`config.mk`:
```
export PLATFORM = sky130hd
export DESIGN_NAME = game_ctrl
export DESIGN_NICKNAME = d
export VERILOG_FILES = /design/src/rtl/game_pkg.sv /design/src/rtl/edge_detect.sv /design/src/rtl/game_ctrl.sv
export SDC_FILE = /design/constraint.sdc
export NUM_CORES = 1
export LEC_CHECK = 0
export ABC_CLOCK_PERIOD_IN_PS = 4600
export CAP_MARGIN = 20
export CORE_ASPECT_RATIO = 0.7
export CORE_MARGIN = 4
export CORE_UTILIZATION = 55
export CTS_CLUSTER_SIZE = 12
export DETAILED_ROUTE_END_ITERATION = 7
export PLACE_DENSITY_LB_ADDON = 0.25
export SETUP_SLACK_MARGIN = 0.05
export SLEW_MARGIN = 20
export SYNTH_ARGS = -nofsm -noshare
export SYNTH_HDL_FRONTEND = slang
export SYNTH_SLANG_ARGS = --single-unit
```
`constraint.sdc`:
```
create_clock -name clk -period 4.6 [get_ports clk]
set_clock_uncertainty 0.05 [all_clocks]
set_input_delay 0.92 -clock clk [delete_from_list [all_inputs] [get_ports clk]]
set_output_delay 0.92 -clock clk [all_outputs]
set_load 0.03 [all_outputs]
```
`src/rtl/game_pkg.sv`:
```
// Shared types and constants for the game controller.
package game_pkg;

  localparam int unsigned SCORE_W = 4;
  localparam int unsigned FRZ_W   = 8;

  localparam logic [SCORE_W-1:0] SCORE_MAX = '1;

  localparam logic LEFT  = 1'b0;
  localparam logic RIGHT = 1'b1;

  typedef enum logic [2:0] {
    IDLE,
    PLAY,
    POINT,
    CHECK,
    OVER
  } state_t;

  // Score increment that sticks at the top of the range instead of wrapping.
  function automatic logic [SCORE_W-1:0] sat_inc(input logic [SCORE_W-1:0] s);
    return (s == SCORE_MAX) ? s : s + SCORE_W'(1);
  endfunction

endpackage

```
`src/rtl/edge_detect.sv`:
```
// Rising-edge detector for an already-synchronised level input.
module edge_detect (
  input  logic clk,
  input  logic rst,
  input  logic sig,
  output logic rise_c
);

  logic prev;

  always_ff @(posedge clk) begin
    if (rst) prev <= 1'b0;
    else     prev <= sig;
  end

  assign rise_c = sig & ~prev;

endmodule

```
`src/rtl/game_ctrl.sv`:
```
// Pong-style game sequencer: serve, scoring, post-point freeze, win detection.
// GAME_CTRL_WIN_BY_TWO_EN selects the win-by-two rule (default: first to WIN_SCORE).
module game_ctrl
  import game_pkg::*;
#(
  parameter int unsigned WIN_SCORE     = 11,
  parameter int unsigned FREEZE_FRAMES = 60
) (
  input  logic               clk,
  input  logic               rst,
  input  logic               frame_tick,
  input  logic               serve,
  input  logic               miss_l,
  input  logic               miss_r,
  output logic               ball_run,
  output logic               ball_reset,
  output logic               serve_side,
  output logic [SCORE_W-1:0] score_l,
  output logic [SCORE_W-1:0] score_r,
  output logic               game_over,
  output logic               winner
);

  localparam logic [SCORE_W-1:0] WIN_S = SCORE_W'(WIN_SCORE);
  localparam logic [FRZ_W-1:0]   FRZ   = FRZ_W'(FREEZE_FRAMES);

  state_t             state, next_state;
  logic [FRZ_W-1:0]   frz_cnt, frz_nx;
  logic [SCORE_W-1:0] score_l_nx, score_r_nx;
  logic               side_nx, over_nx, winner_nx, run_nx, brst_nx;
  logic               press_c, win_l_c, win_r_c;

  edge_detect u_serve_edge (
    .clk    (clk),
    .rst    (rst),
    .sig    (serve),
    .rise_c (press_c)
  );

`ifdef GAME_CTRL_WIN_BY_TWO_EN
  // 5-bit compare so other+2 cannot wrap at the top of the score range.
  assign win_l_c = (score_l == SCORE_MAX) ||
                   ((score_l >= WIN_S) && ({1'b0, score_l} >= {1'b0, score_r} + 5'd2));
  assign win_r_c = (score_r == SCORE_MAX) ||
                   ((score_r >= WIN_S) && ({1'b0, score_r} >= {1'b0, score_l} + 5'd2));
`else
  assign win_l_c = (score_l >= WIN_S);
  assign win_r_c = (score_r >= WIN_S);
`endif

  always_ff @(posedge clk) begin
    if (rst) begin
      state      <= IDLE;
      score_l    <= '0;
      score_r    <= '0;
      serve_side <= LEFT;
      game_over  <= 1'b0;
      winner     <= LEFT;
      ball_run   <= 1'b0;
      ball_reset <= 1'b1;
      frz_cnt    <= '0;
    end else begin
      state      <= next_state;
      score_l    <= score_l_nx;
      score_r    <= score_r_nx;
      serve_side <= side_nx;
      game_over  <= over_nx;
      winner     <= winner_nx;
      ball_run   <= run_nx;
      ball_reset <= brst_nx;
      frz_cnt    <= frz_nx;
    end
  end

  always_comb begin
    next_state = state;
    score_l_nx = score_l;
    score_r_nx = score_r;
    side_nx    = serve_side;
    over_nx    = game_over;
    winner_nx  = winner;
    frz_nx     = frz_cnt;
    // Ball controls follow the current state, so they lag it by one cycle.
    run_nx     = (state == PLAY);
    brst_nx    = (state != PLAY);

    case (state)
      IDLE: begin
        if (press_c) next_state = PLAY;
      end
      PLAY: begin
        if (miss_l || miss_r) begin
          next_state = POINT;
          frz_nx     = '0;
          if (miss_l && !miss_r) begin
            score_r_nx = sat_inc(score_r);
            side_nx    = LEFT;
          end else if (miss_r && !miss_l) begin
            score_l_nx = sat_inc(score_l);
            side_nx    = RIGHT;
          end
        end
      end
      POINT: begin
        if (frz_cnt == FRZ)  next_state = CHECK;
        else if (frame_tick) frz_nx     = frz_cnt + FRZ_W'(1);
      end
      CHECK: begin
        if (win_l_c || win_r_c) begin
          next_state = OVER;
          over_nx    = 1'b1;
          winner_nx  = win_r_c ? RIGHT : LEFT;
        end else begin
          next_state = IDLE;
        end
      end
      OVER: begin
        if (press_c) begin
          next_state = IDLE;
          score_l_nx = '0;
          score_r_nx = '0;
          over_nx    = 1'b0;
        end
      end
      default: next_state = IDLE;
    endcase
  end

endmodule

```
# [After elaboration in Yosys (flattened, before gate mapping)]
# Index checks and enable logic that the tools add are counted.
# W data, S select, Z words.
[classes] add_sub_neg=3 n_lt_le_gt_ge=2 n_eq_ne=20 n_mux=26 bitwise_logic=2 n_reduce_logical=18
[op_table] cell="$mux W4" n=8
[op_table] cell="$mux W8" n=3
[op_table] cell="$ne A2 B2 Y1 const B" n=9
[op_table] cell="$pmux W4 S2" n=2
[op_table] cell="$pmux W8 S2" n=1
[op_table] cell="$mux W3" n=5
[op_table] cell="$pmux W3 S5" n=1
[op_table] cell="$add A4 B1 Y4 const B" n=2
[op_table] cell="$add A8 B1 Y8 const B" n=1
[op_table] cell="$eq A4 B4 Y1 const B" n=2
[op_table] cell="$eq A8 B6 Y1 const B" n=1
[op_table] cell="$ge A4 B4 Y1 const B" n=2
[op_table] cell="$reduce_and A4 Y1" n=2
[op_table] cell="$reduce_bool A2 Y1" n=4
[op_table] cell="$eq A3 B2 Y1 const B" n=2
[op_table] cell="$ne A2 B1 Y1 const B" n=3
[op_table] cell="$reduce_and A3 Y1" n=2
[op_table] cell="$reduce_and A6 Y1" n=1
[op_table] cell="$mux W1" n=5
[op_table] cell="$reduce_and A5 Y1" n=1
[op_table] cell="$eq A3 B1 Y1 const B" n=1
[op_table] cell="$eq A3 B3 Y1 const B" n=1
[op_table] cell="$logic_not A3 Y1" n=1
[op_table] cell="$ne A3 B1 Y1 const B" n=1
[op_table] cell="7 further kinds" n=10
[totals] regBits=25 input_bits=6 out_inout_bits=13 wordCells=81

# [Longest topological paths before layout]
# Gate-level depths: netlist (run 1).
[depth] depth_word=6 mapped_depth=7 mapped_depth_nobuf=6

# [By module]
# From an unflattened synthesis (run 1), not the netlist that was laid out.
[hier_totals] hier_cells=150 hier_area_um2=1340.0
[modules_own_cells] mod="game_ctrl" instances=1 cells_per_inst=147 area_each_um2=1292.5 seq_area_each_um2=480.5
[modules_own_cells] mod="edge_detect" instances=1 cells_per_inst=3 area_each_um2=47.5 seq_area_each_um2=20.0

# [Worst setup path before layout (run 1)]
# Ideal clock, no wire load.
[synth_timing] path_type="input port to flip-flop" startpoint="input rst" endpoint="register frz_cnt[3]" setup_ns=0.074 t_arrival_ns=1.996 required_time_ns=4.476 path_slack_ns=2.479 stages=4 n_path_buf=0 cell_sequence="or4b_4 > a211oi_4 > a41oi_1 > a31oi_1"
[synth_lines] item="start, declared" line_no="game_ctrl.sv:10" source="input logic rst,"
[synth_lines] item="end signal, assigned" line_no="game_ctrl.sv:71" source="frz_cnt <= frz_nx;"
[synth_lines] item="end, declared" line_no="game_ctrl.sv:28" source="logic [FRZ_W-1:0] frz_cnt, frz_nx;"

==> out/metrics.csv, run 1 <==
metric,value,unit
syn nets,156,
synth top area cells,"dfxtp_1 40%, ha_1 7.1%, a31oi_1 4.5%",
Horiz. Die Dim,64.8,um
Yosys warnings,0,
number of cell rows,14,
worst-case vdd ir drop,0.000252,V
Num CTS Buffers,3,
Layout area overhead,19.2,%
post-synth top area share,40.3,%
critical path cell sequence,clkdlybuf4s50_1 > or4b_4 > a211oi_4 > a41oi_1 > a31oi_1,
CTS tree,yes,
clock share of power,25.4,%
RSZ-0062 raised after global routing,no,
aggregate global routing overflow,0,
routed vias,1135,
Crit path required time,4.81,ns
drt drc,0,
Port Buffers,18,
post-synthesis sequential area ratio,40.3,%
Power Dens Cells,261,mW/mm^2
"Buf+Inv Stages, Crit Path",1,
"Cell Area, Synth",0.00124,mm^2
Int Pwr,0.281,mW
"FF+latch count, synth",25,
logic gate share of total power,14.7,%
worst slew pin tran,0.594,ns
Crit Path Class,input port to flip-flop,
post-CTS sizing,0,
Die Y,47.7,um
Fill cells,170,
crit end category,flip-flop,
endpoints failing hold,0,
Leak,0.530,nW
CTS hold repair buffers,0,
Slew HR,60.3,%
met3 Usage GRT,6.10,%
GR Layer Usage met2,30.3,%
status,completed,
Tmin final,2.75,ns
first-pass GRT wire length,4460,um
Max Buffers Root-to-Sink,2,
"count leader, synth",dfxtp_1,
Total GRT Usage,19.3,%
n_diodes,0,
post-synthesis cell type count,35,
async set-reset flop share out of synthesis,0,%
initial DRC count,116,
clock-pin slew on the worst setup and hold paths,0.13,ns
Mapped Cells,143,
Inst Count DP,191,
CP max stage delay,0.71,ns
IO Pins,19,
top cell type by total area after synthesis,dfxtp_1,
Peak Freq,0.364,GHz
Crit-path slowest cell,clkdlybuf4s50_1,
syn avg cell area,8.68,um^2
vias per cell,5.82,
initial core utilization,57.6,%
share of layout cells above drive strength 1,4.91,%
H-Tree Depth,1,
DP Wirelength,2060,um
Final ANT Viol Nets,0,
TritonRoute pass-1 iters,4,
met1 usage in global routing,26.6,%
"top cells by count, synth","25 x dfxtp_1, 14 x nand2_1, 13 x inv_1",
final setup violation count,0,
Post-synth EDFFs,0,
RD Place Congestion,0.755,
setup TNS,0,ns
Setup crit start kind,input port,
Worst Path Max Fanout,17,
grt peak-use layer,met2,
final non-filler cell total,195,
Routed wire per std cell,14.1,um
nets@finish,177,
CORE AREA,0.00215,mm^2
period utilization,59.8,%
Post-CTS Setup Bufs,0,
Root Buffer,clkbuf_4,
clk sink count,25,
clk_lat worst skew,0.32,ns
P_sw,0.106,mW
number of global-route vias before repair,948,
Net Sw Frac,27.3,%
Slew Limit Fails,0,
initial antenna violation count,0,
max-cap viol count,0,
CP top delay family,buffers and inverters,
largest net degree at the start of global routing,18,
total die area,0.00309,mm^2
"Primary FF master, synth",dfxtp_1,
Flop pwr share,59.9,%
reg2reg setup slack,2.57,ns
Post-Route WL,2740,um
hold crit path type,flip-flop to flip-flop,
Worst EP arrival,2.96,ns
==> cell type report <==
class                   instances  area [um^2]  share of cell area, %
flip-flops and latches         25          500                   33.8
inverters                      13         48.8                   3.30
well taps                      32         40.0                   2.71
repair buffers                 18          180                   12.2
multi-input cells             103          683                   46.2
clock buffers                   4         26.3                   1.78
==> registers in the layout (all words and copies together) (netlist names) <==
| register | flops |
|---|---|
| ball_run | 1 |
| ball_reset | 1 |
| game_over | 1 |
| frz_cnt | 8 |
| state | 3 |
| u_serve_edge.prev | 1 |
| score_l | 4 |
| score_r | 4 |
| winner | 1 |
| serve_side | 1 |
==> stage by stage <==
| step | setup slack, ns | instance area [um^2] | power (mW) | util, % | hold WS [ns] |
|---|---|---|---|---|---|
| 3_3_place_gp | 1.60 | 1450 | 0.290 | 67.4 | 0.402 |
| 2_1_floorplan | 2.48 | 1240 | 0.272 | - | 0.381 |
| 6_report | 1.85 | 1480 | 0.386 | 68.6 | 0.424 |
| 4_1_cts | 1.86 | 1480 | 0.386 | 68.6 | 0.428 |
| 5_1_grt | 1.77 | 1480 | 0.407 | 68.6 | 0.466 |
| 3_5_place_dp | 1.53 | 1450 | 0.293 | 67.4 | 0.410 |
==> power groups by stage <==
stage / sequential (mW) / clock, mW / combinational, mW
final: 0.232 / 0.0980 / 0.0570
after global routing: 0.233 / 0.112 / 0.0623
after CTS: 0.231 / 0.0982 / 0.0565
after detailed placement: 0.236 / 0 / 0.0563
after global placement: 0.236 / 0 / 0.0542
after floorplan: 0.239 / 0 / 0.0331
==> tightest hold or removal path: stages (launching register included) <==
cell,delay [ns]
dfxtp_1,0.33
nand2_1,0.05
a21oi_1,0.06
==> final timing paths <==
| path | depth (start not counted) | end | startpoint |
|---|---|---|---|
| worst max-delay path | 5 | frz_cnt[6] | rst |
| worst min-delay path | 2 | winner | winner |
| worst max register to register | 6 | frz_cnt[5] | frz_cnt[0] |
| worst min register to register | 2 | winner | winner |
==> cell families (layout without fill, tap and decap cells) <==
group / after synthesis / in the layout / share of synthesized area (%)
adders and majority gates: 7 / 7 / 7.06
AOI/OAI and AO/OA: 42 / 42 / 23.5
and+or+nand+nor: 53 / 53 / 23.7
buffers and inverters: 15 / 35 / 4.64
DFF: 25 / 25 / 40.3
muxes: 1 / 1 / 0.806
==> placed cells by master (no fill, tap or decap), drive strengths merged, types with 2 or more instances in the layout <==
| cell type | count |
|---|---|
| o21ai | 6 |
| inv | 13 |
| nor3 | 2 |
| o2111ai | 2 |
| and4 | 2 |
| o21bai | 2 |
| dfxtp | 25 |
| clkdlybuf4s50 | 18 |
| a211o | 2 |
| or3 | 3 |
| nor2b | 2 |
| nor2 | 6 |
| and3 | 2 |
| or2 | 2 |
| clkbuf | 4 |
| a21oi | 10 |
| nand2 | 14 |
| ha | 7 |
| a31oi | 9 |
| and2 | 2 |
| nand2b | 2 |
| a211oi | 3 |
| a41oi | 6 |
| nand3 | 9 |
==> per-layer routing <==
layer | wire length [um] | part of all wire (%)
met3 | 143 | 5.2
met2 | 1160 | 42
met1 | 1420 | 52
met4 | 20 | 0.73
met5 | 0 | 0
No activity file was read; power rests on OpenSTA's default activity.
==> run 2: changes to the inputs <==
ABC_CLOCK_PERIOD_IN_PS = 2670   (was 4600)
CORE_UTILIZATION = 52   (was 55)
clock period = 2.67 ns   (was 4.6 ns; I/O delays follow)
==> run 2 against run 1 <==
  * Final cell count grew 0.51%
  * Count of clock-buffer cells in the layout shrank 1
  * Non-clock buffer count increased by 1
  * Combinational power grew 72%
  * First-iteration DRC count down 39%
  * Sequential share of layout area decreased by 0.20 points
  * Design area rose by 0.59%
  * Setup slack got worse by 1.3 ns
  * Global-route usage down 1.4 points
  * Flip-flop and latch count did not move
  * Utilization down 1.2 points
  * Register-to-register slack got worse by 1.9 ns
  * Critical endpoint is now score_l[2]
==> out/metrics.csv, run 2 (synthesized netlist as in run 1, its figures left out) <==
metric,value,unit,change
"Buf+Inv Stages, Crit Path",1,,unchanged
GR Layer Usage met2,26.4,%,was 30.3%
RD Place Congestion,0.759,,was 0.755
largest net degree at the start of global routing,17,,was 18
"most common cell after layout, fill and taps aside",dfxtp_1,,unchanged
CP max stage delay,0.71,ns,about the same
post-CTS sizing,0,,unchanged
max FFs per register,8,,unchanged
met1 usage in global routing,25.2,%,was 26.6%
Total GRT Usage,17.9,%,was 19.3%
Critical Path Stages,1,,was 5
first-pass GRT wire length,4620,um,was 4460 um
IO Pins,19,,unchanged
number of global-route vias before repair,1015,,was 948
Num CTS Buffers,3,,unchanged
DP Wirelength,2080,um,was 2060 um
met3 Usage GRT,5.99,%,was 6.10%
CORE AREA,0.00221,mm^2,was 0.00215 mm^2
Post-CTS Setup Bufs,0,,unchanged
Crit Path Class,flip-flop to output pin,,was input port to flip-flop
initial core utilization,56.2,%,was 57.6%
RSZ-0062 raised after global routing,no,,unchanged
TritonRoute pass-1 iters,4,,unchanged
reg2reg setup slack,0.65,ns,was 2.57 ns
Die Y,48.9,um,was 47.7 um
Peak Freq,0.481,GHz,
critical path cell sequence,clkdlybuf4s50_1,,was clkdlybuf4s50_1 > or4b_4 > a211oi_4 > a41oi_1 > a31oi_1
clk sink count,25,,unchanged
number of cell rows,14,,unchanged
period utilization,77.9,%,
status,completed,,unchanged
Port Buffers,18,,unchanged
Post-Route WL,2770,um,was 2740 um
n_diodes,0,,unchanged
worst-case vdd ir drop,0.000265,V,was 0.000252 V
most frequent cells in the layout,"25 x dfxtp_1, 18 x clkdlybuf4s50_1, 14 x nand2_1",,unchanged
Slew HR,62.3,%,was 60.3%
total die area,0.00325,mm^2,was 0.00309 mm^2
clock-pin slew on the worst setup and hold paths,0.14,ns,was 0.13 ns
CP top delay family,buffers and inverters,,unchanged
crit end category,output pin,,was flip-flop
Hold Path End,winner,,unchanged
initial antenna violation count,0,,unchanged
endpoints failing hold,0,,unchanged
Largest regs,"frz_cnt (8), score_l (4), score_r (4)",,unchanged
Crit-path slowest cell,clkdlybuf4s50_1,,unchanged
pre-CTS setup slack,0.347,ns,was 1.53 ns
max-cap viol count,0,,unchanged
vias per cell,5.95,,was 5.82
setup TNS,0,ns,unchanged
Layout area overhead,19.9,%,was 19.2%
Tmin final,2.08,ns,
Worst EP arrival,1.50,ns,was 2.96 ns
R2R cell count,6,,unchanged
worst r2r src,frz_cnt[0],,unchanged
clk_lat worst skew,0.32,ns,about the same
aggregate global routing overflow,0,,unchanged
CTS tree,yes,,unchanged
Crit path required time,2.09,ns,was 4.81 ns
Leak,0.537,nW,was 0.530 nW
drt drc,0,,unchanged
H-Tree Depth,1,,unchanged
Horiz. Die Dim,66.4,um,was 64.8 um
Slew Limit Fails,0,,unchanged
final setup violation count,0,,unchanged
routed vias,1167,,was 1135
min-delay src,winner,,unchanged
Root Buffer,clkbuf_4,,unchanged
hold crit path type,flip-flop to flip-flop,,unchanged
Max Buffers Root-to-Sink,2,,unchanged
Power Dens Cells,449,mW/mm^2,was 261 mW/mm^2
Biggest register,frz_cnt,,unchanged
PnR worst setup slack,0.589,ns,was 1.85 ns
Setup crit start kind,flip-flop,,was input port
share of layout cells above drive strength 1,6.10,%,was 4.91%
grt peak-use layer,met2,,unchanged
final non-filler cell total,196,,was 195
Inst Count DP,192,,was 191
RR Endpoint,frz_cnt[5],,unchanged
Hold Path Stages,2,,unchanged
Worst Path Max Fanout,7,,was 17
nets@finish,178,,was 177
Pwr Total,0.668,mW,was 0.386 mW
Final ANT Viol Nets,0,,unchanged
CTS hold repair buffers,0,,unchanged
Routed wire per std cell,14.1,um,about the same
worst slew pin tran,0.557,ns,was 0.594 ns
initial DRC count,71,,was 116
## run 2: changes by cell type in the layout (fill, tap and decap cells not counted), sizes merged
cell	before	now
buf	0	1
clkbuf	4	3
clkinv	0	1
## run 2: area by class of cell
class | count | area (um^2)
Clock buffer | 3 | 22.5
Clock inverter | 1 | 5.00
Fill cell | 192 | 719
Inverter | 13 | 48.8
Multi-Input combinational cell | 103 | 683
Sequential cell | 25 | 500
Tap cell | 32 | 40.0
Timing Repair Buffer | 19 | 188
## run 2: routing by layer
layer,part of all wire (%),vias up
met5,0,-
met4,0.22,0
met3,6.6,2
met2,45,49
met1,49,541
li1,-,575
## run 2: worst register-to-register path, delay by kind of cell (launching register included)
family,cells,cell delay (ns)
buf+inv,1,0.09
simple gates,1,0.21
fa+ha+maj,1,0.20
compound gates,3,0.93
flops,1,0.42
## run 2: worst max path at each step
| stage | startpoint | endpoint | slack (ns) |
|---|---|---|---|
| final | score_l[2] | score_l[2] | 0.59 |
| after floorplan | frz_cnt[0] | frz_cnt[5] | 0.92 |
| after global routing | frz_cnt[0] | frz_cnt[6] | 0.49 |
| after global placement | rst | frz_cnt[6] | 0.42 |
| after detailed placement | rst | frz_cnt[6] | 0.35 |
| after CTS | score_l[2] | score_l[2] | 0.58 |
## run 2: power by group
part	internal, mW	switching, mW	total [mW]
registers	0.385	0.0144	0.399
clock network	0.0562	0.115	0.171
logic	0.0418	0.0561	0.0979
## run 2: stage by stage
stage	utilization (%)	hold slack, ns	area (um^2)
2_1_floorplan	-	0.381	1240
3_3_place_gp	66.2	0.397	1460
3_5_place_dp	66.2	0.413	1460
4_1_cts	67.4	0.434	1490
5_1_grt	67.4	0.455	1490
6_report	67.4	0.427	1490
